[config.mk]
export PLATFORM = sky130hd
export DESIGN_NAME = mult_seq_ctrl_flat
export DESIGN_NICKNAME = d
export VERILOG_FILES = /design/src/rtl/mult_seq_ctrl_if.sv /design/src/rtl/mult_seq_ctrl.sv /design/src/flat_wrapper.sv
export SDC_FILE = /design/constraint.sdc
export NUM_CORES = 1
export LEC_CHECK = 0
export ABC_AREA = 0
export CAP_MARGIN = 20
export CELL_PAD_IN_SITES_DETAIL_PLACEMENT = 1
export CELL_PAD_IN_SITES_GLOBAL_PLACEMENT = 2
export CORE_ASPECT_RATIO = 1.25
export CORE_MARGIN = 1
export CORE_UTILIZATION = 28
export CTS_BUF_LIST = sky130_fd_sc_hd__clkbuf_16
export DETAILED_ROUTE_END_ITERATION = 12
export MAX_ROUTING_LAYER = met4
export PLACE_DENSITY = 0.68
export SLEW_MARGIN = 20
export SYNTH_ARGS = -nofsm -noshare
export SYNTH_HDL_FRONTEND = slang
export SYNTH_SLANG_ARGS = --single-unit
[constraint.sdc]
create_clock -name CLK -period 2.3 [get_ports CLK]
set_input_delay 0.46 -clock CLK [delete_from_list [all_inputs] [get_ports CLK]]
set_output_delay 0.46 -clock CLK [all_outputs]
set_load 0.01 [all_outputs]
[src/rtl/mult_seq_ctrl_if.sv]
// Request, status and register-file port bundle for mult_seq_ctrl.
// master: sequencing logic plus register file (drives requests and read data).
// slave:  the multiply controller (drives register-file port and status).
interface mult_seq_ctrl_if;
    logic        start;
    logic [2:0]  src_m;
    logic [2:0]  src_q;
    logic [2:0]  dst;
    logic [15:0] rf_rdata;
    logic [2:0]  rf_addr;
    logic        rf_re;
    logic        rf_we;
    logic [15:0] rf_wdata;
    logic        busy;
    logic        done;
    logic [31:0] product;

    modport master (
        output start, src_m, src_q, dst, rf_rdata,
        input  rf_addr, rf_re, rf_we, rf_wdata, busy, done, product
    );

    modport slave (
        input  start, src_m, src_q, dst, rf_rdata,
        output rf_addr, rf_re, rf_we, rf_wdata, busy, done, product
    );
endinterface

[src/rtl/mult_seq_ctrl.sv]
// Shift-and-add 16x16 unsigned multiplier sequencing reads/writes on one register-file port.
// Latency: 21 cycles start-to-done; with MULT_EARLY_EXIT_EN defined, 5 + (index of highest multiplier bit + 1).
// Backpressure: none; start is sampled only in IDLE, requests while busy are dropped, not queued.
module mult_seq_ctrl (
    input  logic          CLK,
    input  logic          RST_N,
    mult_seq_ctrl_if.slave bus
);
    typedef enum logic [2:0] {
        IDLE   = 3'd0,
        LOAD_M = 3'd1,
        LOAD_Q = 3'd2,
        MUL    = 3'd3,
        WR_LO  = 3'd4,
        WR_HI  = 3'd5,
        DONE   = 3'd6
    } state_t;

    state_t      state;
    state_t      state_nxt;
    logic [2:0]  src_m_r;
    logic [2:0]  src_q_r;
    logic [2:0]  dst_r;
    logic [31:0] mcand;
    logic [15:0] mplier;
    logic [31:0] acc;
    logic [3:0]  cnt;
    logic [31:0] product_r;
    logic        mul_last;

    // Final MUL iteration: all 16 bits consumed, or (early exit) no set bits remain after this shift.
`ifdef MULT_EARLY_EXIT_EN
    assign mul_last = (cnt == 4'd15) || (mplier[15:1] == 15'd0);
`else
    assign mul_last = (cnt == 4'd15);
`endif

    // State register.
    always_ff @(posedge CLK or negedge RST_N) begin
        if (!RST_N) begin
            state <= IDLE;
        end else begin
            state <= state_nxt;
        end
    end

    // Next-state decode.
    always_comb begin
        state_nxt = state;
        case (state)
            IDLE:    if (bus.start) state_nxt = LOAD_M;
            LOAD_M:  state_nxt = LOAD_Q;
            LOAD_Q:  state_nxt = MUL;
            MUL:     if (mul_last) state_nxt = WR_LO;
            WR_LO:   state_nxt = WR_HI;
            WR_HI:   state_nxt = DONE;
            DONE:    state_nxt = IDLE;
            default: state_nxt = IDLE;
        endcase
    end

    // Datapath: operand latching, shift-and-add iterations, product capture on entry to DONE.
    always_ff @(posedge CLK or negedge RST_N) begin
        if (!RST_N) begin
            src_m_r   <= 3'd0;
            src_q_r   <= 3'd0;
            dst_r     <= 3'd0;
            mcand     <= 32'd0;
            mplier    <= 16'd0;
            acc       <= 32'd0;
            cnt       <= 4'd0;
            product_r <= 32'd0;
        end else begin
            case (state)
                IDLE: begin
                    if (bus.start) begin
                        src_m_r <= bus.src_m;
                        src_q_r <= bus.src_q;
                        dst_r   <= bus.dst;
                        acc     <= 32'd0;
                    end
                end
                LOAD_M: begin
                    mcand <= {16'd0, bus.rf_rdata};
                end
                LOAD_Q: begin
                    mplier <= bus.rf_rdata;
                    cnt    <= 4'd0;
                end
                MUL: begin
                    if (mplier[0]) begin
                        acc <= acc + mcand;
                    end
                    mcand  <= {mcand[30:0], 1'b0};
                    mplier <= {1'b0, mplier[15:1]};
                    cnt    <= cnt + 4'd1;
                end
                WR_HI: begin
                    // acc is final here, so product is already valid in the DONE cycle.
                    product_r <= acc;
                end
                default: begin
                end
            endcase
        end
    end

    // Register-file port and status outputs, decoded from state so reset clears them at once.
    always_comb begin
        bus.rf_addr  = 3'd0;
        bus.rf_re    = 1'b0;
        bus.rf_we    = 1'b0;
        bus.rf_wdata = 16'd0;
        bus.busy     = 1'b0;
        bus.done     = 1'b0;
        case (state)
            LOAD_M: begin
                bus.rf_addr = src_m_r;
                bus.rf_re   = 1'b1;
                bus.busy    = 1'b1;
            end
            LOAD_Q: begin
                bus.rf_addr = src_q_r;
                bus.rf_re   = 1'b1;
                bus.busy    = 1'b1;
            end
            MUL: begin
                bus.busy = 1'b1;
            end
            WR_LO: begin
                bus.rf_addr  = dst_r;
                bus.rf_we    = 1'b1;
                bus.rf_wdata = acc[15:0];
                bus.busy     = 1'b1;
            end
            WR_HI: begin
                bus.rf_addr  = dst_r + 3'd1;
                bus.rf_we    = 1'b1;
                bus.rf_wdata = acc[31:16];
                bus.busy     = 1'b1;
            end
            DONE: begin
                bus.done = 1'b1;
            end
            default: begin
            end
        endcase
    end

    assign bus.product = product_r;
endmodule

[src/flat_wrapper.sv]
// flat-port wrapper written by rule: the top's interface ports become plain ports
module mult_seq_ctrl_flat 
  (CLK, RST_N, bus_start, bus_src_m, bus_src_q, bus_dst, bus_rf_rdata, bus_rf_addr, bus_rf_re, bus_rf_we, bus_rf_wdata, bus_busy, bus_done, bus_product);
  mult_seq_ctrl_if bus_i ();
  input  logic CLK;
  input  logic RST_N;
  input wire logic [$bits(bus_i.start)-1:0] bus_start;
  input wire logic [$bits(bus_i.src_m)-1:0] bus_src_m;
  input wire logic [$bits(bus_i.src_q)-1:0] bus_src_q;
  input wire logic [$bits(bus_i.dst)-1:0] bus_dst;
  input wire logic [$bits(bus_i.rf_rdata)-1:0] bus_rf_rdata;
  output wire logic [$bits(bus_i.rf_addr)-1:0] bus_rf_addr;
  output wire logic [$bits(bus_i.rf_re)-1:0] bus_rf_re;
  output wire logic [$bits(bus_i.rf_we)-1:0] bus_rf_we;
  output wire logic [$bits(bus_i.rf_wdata)-1:0] bus_rf_wdata;
  output wire logic [$bits(bus_i.busy)-1:0] bus_busy;
  output wire logic [$bits(bus_i.done)-1:0] bus_done;
  output wire logic [$bits(bus_i.product)-1:0] bus_product;
  assign bus_i.start = bus_start;
  assign bus_i.src_m = bus_src_m;
  assign bus_i.src_q = bus_src_q;
  assign bus_i.dst = bus_dst;
  assign bus_i.rf_rdata = bus_rf_rdata;
  assign bus_rf_addr = bus_i.rf_addr;
  assign bus_rf_re = bus_i.rf_re;
  assign bus_rf_we = bus_i.rf_we;
  assign bus_rf_wdata = bus_i.rf_wdata;
  assign bus_busy = bus_i.busy;
  assign bus_done = bus_i.done;
  assign bus_product = bus_i.product;
  mult_seq_ctrl u_core (.CLK(CLK), .RST_N(RST_N), .bus(bus_i));
endmodule
==> results of run 1 <==
logic make-up (layout without fill, tap and decap cells):
group	count (synthesis)	count (layout)
AOI/OAI and AO/OA	199	199
DFF	128	128
buffers and inverters	56	281
xor gates and xnor gates	28	28
muxes	89	89
adders and majority gates	34	34
and+or+nand+nor	198	198
worst max-delay path: cells and delay by family (launching register included):
family,cells,cell delay [ns]
AO/OA/AOI/OAI,5,1.12
flip-flops,1,0.40
adder cells (fa/ha/maj),1,0.36
AND/OR/NAND/NOR,2,0.21
buffers and inverters,2,0.19
XOR/XNOR,1,0.15
worst paths after layout:
| kind | endpoint | slack [ns] | cells past startpoint |
|---|---|---|---|
| hold reg to reg | u_core.mplier[13] | 0.48 | 2 |
| min in group CLK | u_core.mplier[13] | 0.48 | 2 |
| hold / removal | u_core.mcand[29] | 0.06 | 1 |
| max in group asynchronous | u_core.bus.product[25] | 1.58 | 2 |
| setup / recovery | u_core.acc[24] | -0.22 | 11 |
| setup reg to reg | u_core.acc[24] | -0.22 | 11 |
where the power goes:
group,internal [µW],total (µW),switching [µW]
registers,3080,3720,637
logic,3880,8040,4150
clock network,1590,2680,1090
total,8550,14400,5880
stage by stage:
stage,hold WS (ns),cells
after floorplan,0.164,732
final,0.0603,1292
after detailed placement,0.475,1243
after global placement,0.463,1243
after global routing,0.105,1292
after CTS,0.0767,1284
metal layers:
layer,track usage,part of all wire
met2,0.351,0.51
met5,-,0
met1,0.244,0.44
met3,0.0240,0.022
met4,0.0808,0.028
repair_timing:
item	4_1_cts	5_1_grt
setup endpoints to repair	40	25
gates resized for setup	78	21
buffers inserted	11	9
hold endpoints to repair	0	0
pin swaps	24	10
Yosys cell counts (all sizes together) (5+ instances only):
master / n / area [µm²]
a22o: 16 / 140
and3: 7 / 45.1
nand4: 11 / 68.8
o22ai: 8 / 50.1
nand2: 101 / 379
xor2: 15 / 131
o21a: 6 / 52.6
nand3: 8 / 40.0
buf: 14 / 78.8
ha: 33 / 413
clkbuf: 32 / 131
nand2b: 7 / 43.8
dfrtp: 128 / 3200
o21ai: 78 / 390
inv: 10 / 37.5
xnor2: 13 / 114
nor2: 42 / 158
mux2: 41 / 462
nor3: 7 / 35.0
a21o: 17 / 128
a21oi: 34 / 170
a211oi: 5 / 42.5
mux2i: 48 / 480
sequential cells by signal (all words and copies together) (netlist names):
register            cells
u_core.mcand           32
u_core.mplier          16
u_core.dst_r            3
u_core.src_m_r          3
u_core.src_q_r          3
u_core.bus.product     32
u_core.cnt              4
u_core.state            3
u_core.acc             32
final cells by class:
cell class / count / share of cell area
multi-input cells: 548 / 0.397
flip-flops and latches: 128 / 0.309
repair buffers: 240 / 0.195
clock buffers: 17 / 0.0410
well taps: 335 / 0.0404
clock inverters: 14 / 0.0138
inverters: 10 / 0.00362
==> reports/metrics.cfg, run 1 <==
[routing]
drt-total-wl_mm = 25.3
firstDrtPassIters = 4
drtIter0Drc = 239
via_per_inst = 4.98
drcViolationCount = 0
ant_nets = 0
wl_per_cell_um = 19.6
route.vias.total = 6435

[synthesis]
synth_fa_ha_area_frac = 0.0596
synth_warnings = 0
ys_types = 69
yosysSeqAreaShare = 0.441
synth_xor_area_frac = 0.0337
synth-async-reset-ratio = 1.00
synth_flop_cell = dfrtp_1
synth_edf_count = 0
synth_nets = 794
syn-cell-area_um2 = 7270
syn_inst = 732
synth_top_family_by_area = compound AO/OA/AOI/OAI gates
avgSynthCellArea_um2 = 9.93
synth_mux_area_frac = 0.130
ys_ff_latch = 128
synth-compound-area-share = 0.181
synth-simple-area-share = 0.122

[critical_path]
setup.worst_path.start_class = flop
cp.required_ns = 2.64
worstPathMaxFanout = 3
max_stage_delay_ns = 0.40
cp_cell_sequence = buf_4, inv_2, fa_2, nor2b_2, o31a_1, nor2_2, o41a_1, a21oi_2, a21oi_1, xor2_1, o21ai_0
cp.arrival_ns = 2.86
endpoint_kind = flop
crit_start = u_core.mcand[1]
r2r-start = u_core.mcand[1]
slowest_stage = dfrtp_1
path_class = flop to flop

[run]
cap_viol_max_count = 0

[floorplanning]
initial_utilization = 0.286
coreArea_um2 = 25400
io_pins = 83
fp-row-count = 65
fp.dieW_um = 146
die_area_um2 = 26600
die_h_um = 182

[timing]
fin_ws_ns = -0.219
fmaxAchievable_mhz = 397
rsz0062_at_grt = true
finalSetupTns_ns = -2.12
worstMarginPinSlew_ns = 0.680
period_share = 1.10
min_period_ns = 2.52
hold_viol_final = 0
final-max-slew-violation-count = 0
relSlewSlack = 0.547
setup_viol = 18
finClkSkew_ns = 0.0104

[cts]
cts-root-buf = clkbuf_16
clkSlewWorstSetupHoldPaths_ns = 0.06
cts_sinks = 128
cts_tree = built
cts_max_level = 4
cts.path.max_buffers = 2
postCtsHoldBufs = 0
cts_buffers = 17
insertion_delay_ns = 0.42

[layout]
diodes = 0
syn_to_final_growth_pct = 42.6
multi_input_area_um2 = 4110
num-fill-cells = 2878
final_common_cell = buf_4
final_util = 0.409
drive_above_1_share = 0.309
nets = 1007
most-common-layout-cells = 151 x buf_4, 126 x dfrtp_1, 99 x nand2_1, 60 x o21ai_0, 59 x clkdlybuf4s50_1
fin_area_um2 = 10400
seqCellArea_um2 = 3210

[place]
portBuffers = 82
gp_congestion = 0.931
pre_cts_ws_ns = -0.339
hpwl_mm = 19.0
dpl_cell_area_um2 = 9400

[global_route]
grt_max_degree = 68
antenna_found_initial = 0
grtUsageTotal = 0.204
first_global_vias = 7206
grt_pass1_wl_mm = 40.6
grt-ovfl-total = 0

[power]
total_power_uw = 14400
ir_drop_uv = 596
leakagePower_uw = 0.00510
power_density_nw_per_um2 = 1390

[outcome]
failed_checks = setup timing
outcome = finished with violations

[hold_path]
hold_class = input pin to async pin

(Power assumes the default switching activity.)
==> inputs of run 2 (changes only) <==
- ABC_AREA: 0 -> not set
- CORE_UTILIZATION: 28 -> 30
- PLACE_DENSITY: 0.68 -> 0.72
==> run 2 against run 1 <==
- the flow still finishes with violations (setup timing)
- die area shrank 6.6%
- sequential cell count is the same
- highest routed layer unchanged
- wire length shrank 1.9%
- combinational power is essentially flat
- largest cell class unchanged
- final cell count is the same
- clock-buffer cell count is the same
- critical path depth shrank 1
- clock skew grew 0.0049 ns
- register-to-register slack is essentially flat
- cell area grew 1.3%
==> reports/metrics.cfg, run 2 (synthesized netlist as in run 1, its figures left out) <==
[floorplanning]
initial_utilization = 0.306  ; +0.0199
coreArea_um2 = 23700  ; -6.5%
io_pins = 83  ; unchanged
fp-row-count = 63  ; -3.1%
die_h_um = 176  ; -3.4%
die_area_um2 = 24900  ; -6.6%
fp.dieW_um = 141  ; -3.3%

[layout]
nets = 1017  ; +0.99%
num-fill-cells = 2676  ; -7.0%
final_util = 0.443  ; +0.0342
final_common_cell = buf_4
final_cells = 1292  ; unchanged
diodes = 0  ; unchanged
drive_above_1_share = 0.309  ; about the same
most-common-layout-cells = 160 x buf_4, 125 x dfrtp_1, 100 x nand2_1, 59 x o21ai_0, 58 x clkdlybuf4s50_1
fin_area_um2 = 10500  ; +1.3%
syn_to_final_growth_pct = 44.5

[power]
p_int_uw = 8690  ; +1.6%
p_seq_frac = 0.256  ; -0.002
switching_share = 0.403  ; -0.00441
p_comb_frac = 0.551  ; -0.006
power_density_nw_per_um2 = 1380  ; -0.53%
ir_drop_uv = 585  ; -1.8%
leakagePower_uw = 0.00534  ; +4.7%
clkPwrFrac = 0.193  ; +0.008
p_switching_uw = 5860  ; -0.29%

[hold_path]
min_from = u_core.mplier[3]
hold_depth = 2
hold_class = flop to flop
hold_end = u_core.mplier[3]

[timing]
fin_ws_ns = -0.212  ; +0.00634 ns
relSlewSlack = 0.653  ; +0.106
hold_viol_final = 0  ; unchanged
period_share = 1.09  ; -0.00276
rsz0062_at_grt = true
finClkSkew_ns = 0.0153  ; +0.00488 ns
final-max-slew-violation-count = 0  ; unchanged
fmaxAchievable_mhz = 398  ; +0.25%
worstMarginPinSlew_ns = 0.521  ; -0.159 ns
finalSetupTns_ns = -1.74  ; +0.374 ns
setup_viol = 17  ; -1
min_period_ns = 2.51  ; -0.00634 ns

[place]
hpwl_mm = 18.6  ; -2.3%
portBuffers = 82  ; unchanged
dpl_cell_area_um2 = 9410  ; +0.11%
place_inst = 1236  ; -0.56%
gp_congestion = 0.864  ; -7.2%
pre_cts_ws_ns = -0.356  ; -0.0165 ns

[routing]
ant_nets = 0  ; unchanged
firstDrtPassIters = 4  ; unchanged
via_per_inst = 5.01  ; +0.67%
drt-total-wl_mm = 24.8  ; -1.9%
drtIter0Drc = 262  ; +9.6%
drcViolationCount = 0  ; unchanged
route.vias.total = 6478  ; +0.67%
wl_per_cell_um = 19.2  ; -1.9%

[global_route]
antenna_found_initial = 0  ; unchanged
first_global_vias = 7243  ; +0.51%
grtUsageTotal = 0.216  ; +0.0113
grtUsageMet3 = 0.0293  ; +0.00529
grt_max_degree = 49  ; -28%
grt_pass1_wl_mm = 39.7  ; -2.3%
busiest_layer = met2
grt-ovfl-total = 0  ; unchanged
met1_usage = 0.252  ; +0.00835
grtUsageMet2 = 0.367  ; +0.0158

[critical_path]
cp.arrival_ns = 2.82  ; -0.04 ns
endpoint_kind = flop
worstPathMaxFanout = 3  ; unchanged
path_class = flop to flop
critPathTopFamily = compound AO/OA/AOI/OAI gates
setup.worst_path.start_class = flop
r2r-start = u_core.mcand[0]
ff2ff_setup_slack_ns = -0.21  ; about the same
worst-path-buf-inv = 1  ; -1
cp_cell_sequence = ha_2, buf_4, a211o_1, a211oi_4, nor2b_4, o21a_4, a41oi_4, o31a_4, nor4_1, or3_1
r2r_cells = 10  ; -1
crit_start = u_core.mcand[0]
slowest_stage = dfrtp_1
max_stage_delay_ns = 0.39  ; about the same
r2r_end = u_core.acc[25]
cp.required_ns = 2.61  ; -0.03 ns

[cts]
cts_buffers = 17  ; unchanged
cts_max_level = 4  ; unchanged
cts_tree = built
insertion_delay_ns = 0.43  ; about the same
cts_sinks = 128  ; unchanged
clkSlewWorstSetupHoldPaths_ns = 0.06  ; about the same
cts-root-buf = clkbuf_16
cts.path.max_buffers = 2  ; unchanged

[outcome]
outcome = finished with violations
failed_checks = setup timing

[run]
cap_viol_max_count = 0  ; unchanged

## run 2: cell types whose count changed in the layout (fill, tap and decap cells not counted), moves of 2 or more
cell / previous run / this run
dlymetal6s2s_1: 1 / 12
buf_4: 151 / 160
a21oi_1: 29 / 26
ha_2: 3 / 1
dlygate4sd2_1: 18 / 9
clkinvlp_4: 4 / 1
a21oi_2: 5 / 7
ha_1: 22 / 24
mux2i_1: 46 / 48
clkdlybuf4s15_2: 0 / 2
clkbuf_2: 2 / 0
## run 2: final cells by class
cell class | count | area [µm²] | share of cell area
clock buffer | 17 | 425 | 0.0405
inverter | 10 | 37.5 | 0.00357
sequential | 128 | 3210 | 0.305
multi-input combinational | 548 | 4100 | 0.390
timing repair buffer | 250 | 2160 | 0.206
tap | 325 | 407 | 0.0387
clock inverter | 14 | 168 | 0.0160
## run 2: routing by layer
layer / up-vias / routed length, µm
met5: - / 0
met4: 0 / 859
met3: 26 / 578
met2: 109 / 12800
met1: 3273 / 10600
li1: 3070 / -
## run 2: power by group through the flow
stage / sequential [µW] / clock, µW / combinational, µW
floorplan: 3650 / 0 / 4050
global placement: 3650 / 0 / 7230
detailed placement: 3710 / 0 / 7440
CTS: 3720 / 2870 / 7830
global route: 3830 / 2940 / 8790
finish: 3730 / 2800 / 8020
## run 2: repair_timing
| item | 4_1_cts | 5_1_grt |
|---|---|---|
| setup buffers | 11 | 14 |
| endpoints found under the setup margin | 39 | 36 |
| pin swaps | 15 | 15 |
| hold buffers | 1 | 0 |
| resized for setup | 52 | 41 |
| endpoints found under the hold margin | 37 | 0 |
## run 2: worst max-delay path by stage
stage	end	slack [ns]	cells past startpoint
after floorplan	u_core.acc[25]	-0.08	9
after global placement	u_core.acc[26]	-0.32	11
final	u_core.acc[25]	-0.21	10
after detailed placement	u_core.acc[26]	-0.36	11
after global routing	u_core.acc[28]	-0.32	11
after CTS	bus_rf_addr[2]	-0.23	4
## run 2: worst register-to-register path, cell delays in order (launching register included)
cell and delay [ns]:
dfrtp_1 0.39, ha_2 0.21, buf_4 0.14, a211o_1 0.34, a211oi_4 0.27, nor2b_4 0.07, o21a_4 0.23, a41oi_4 0.19
o31a_4 0.19, nor4_1 0.04, or3_1 0.34
## run 2: metrics by stage
| step | hold WS [ns] | power, µW |
|---|---|---|
| 2_1_floorplan | 0.164 | 7700 |
| 3_3_place_gp | 0.408 | 10900 |
| 3_5_place_dp | 0.414 | 11200 |
| 4_1_cts | 0.486 | 14400 |
| 5_1_grt | 0.509 | 15600 |
| 6_report | 0.480 | 14600 |
==> inputs of run 3 (changes only) <==
- SLEW_MARGIN: 20 -> 10
==> results of run 3 <==
Final layout, timing and power as in run 2 (identical DEF).
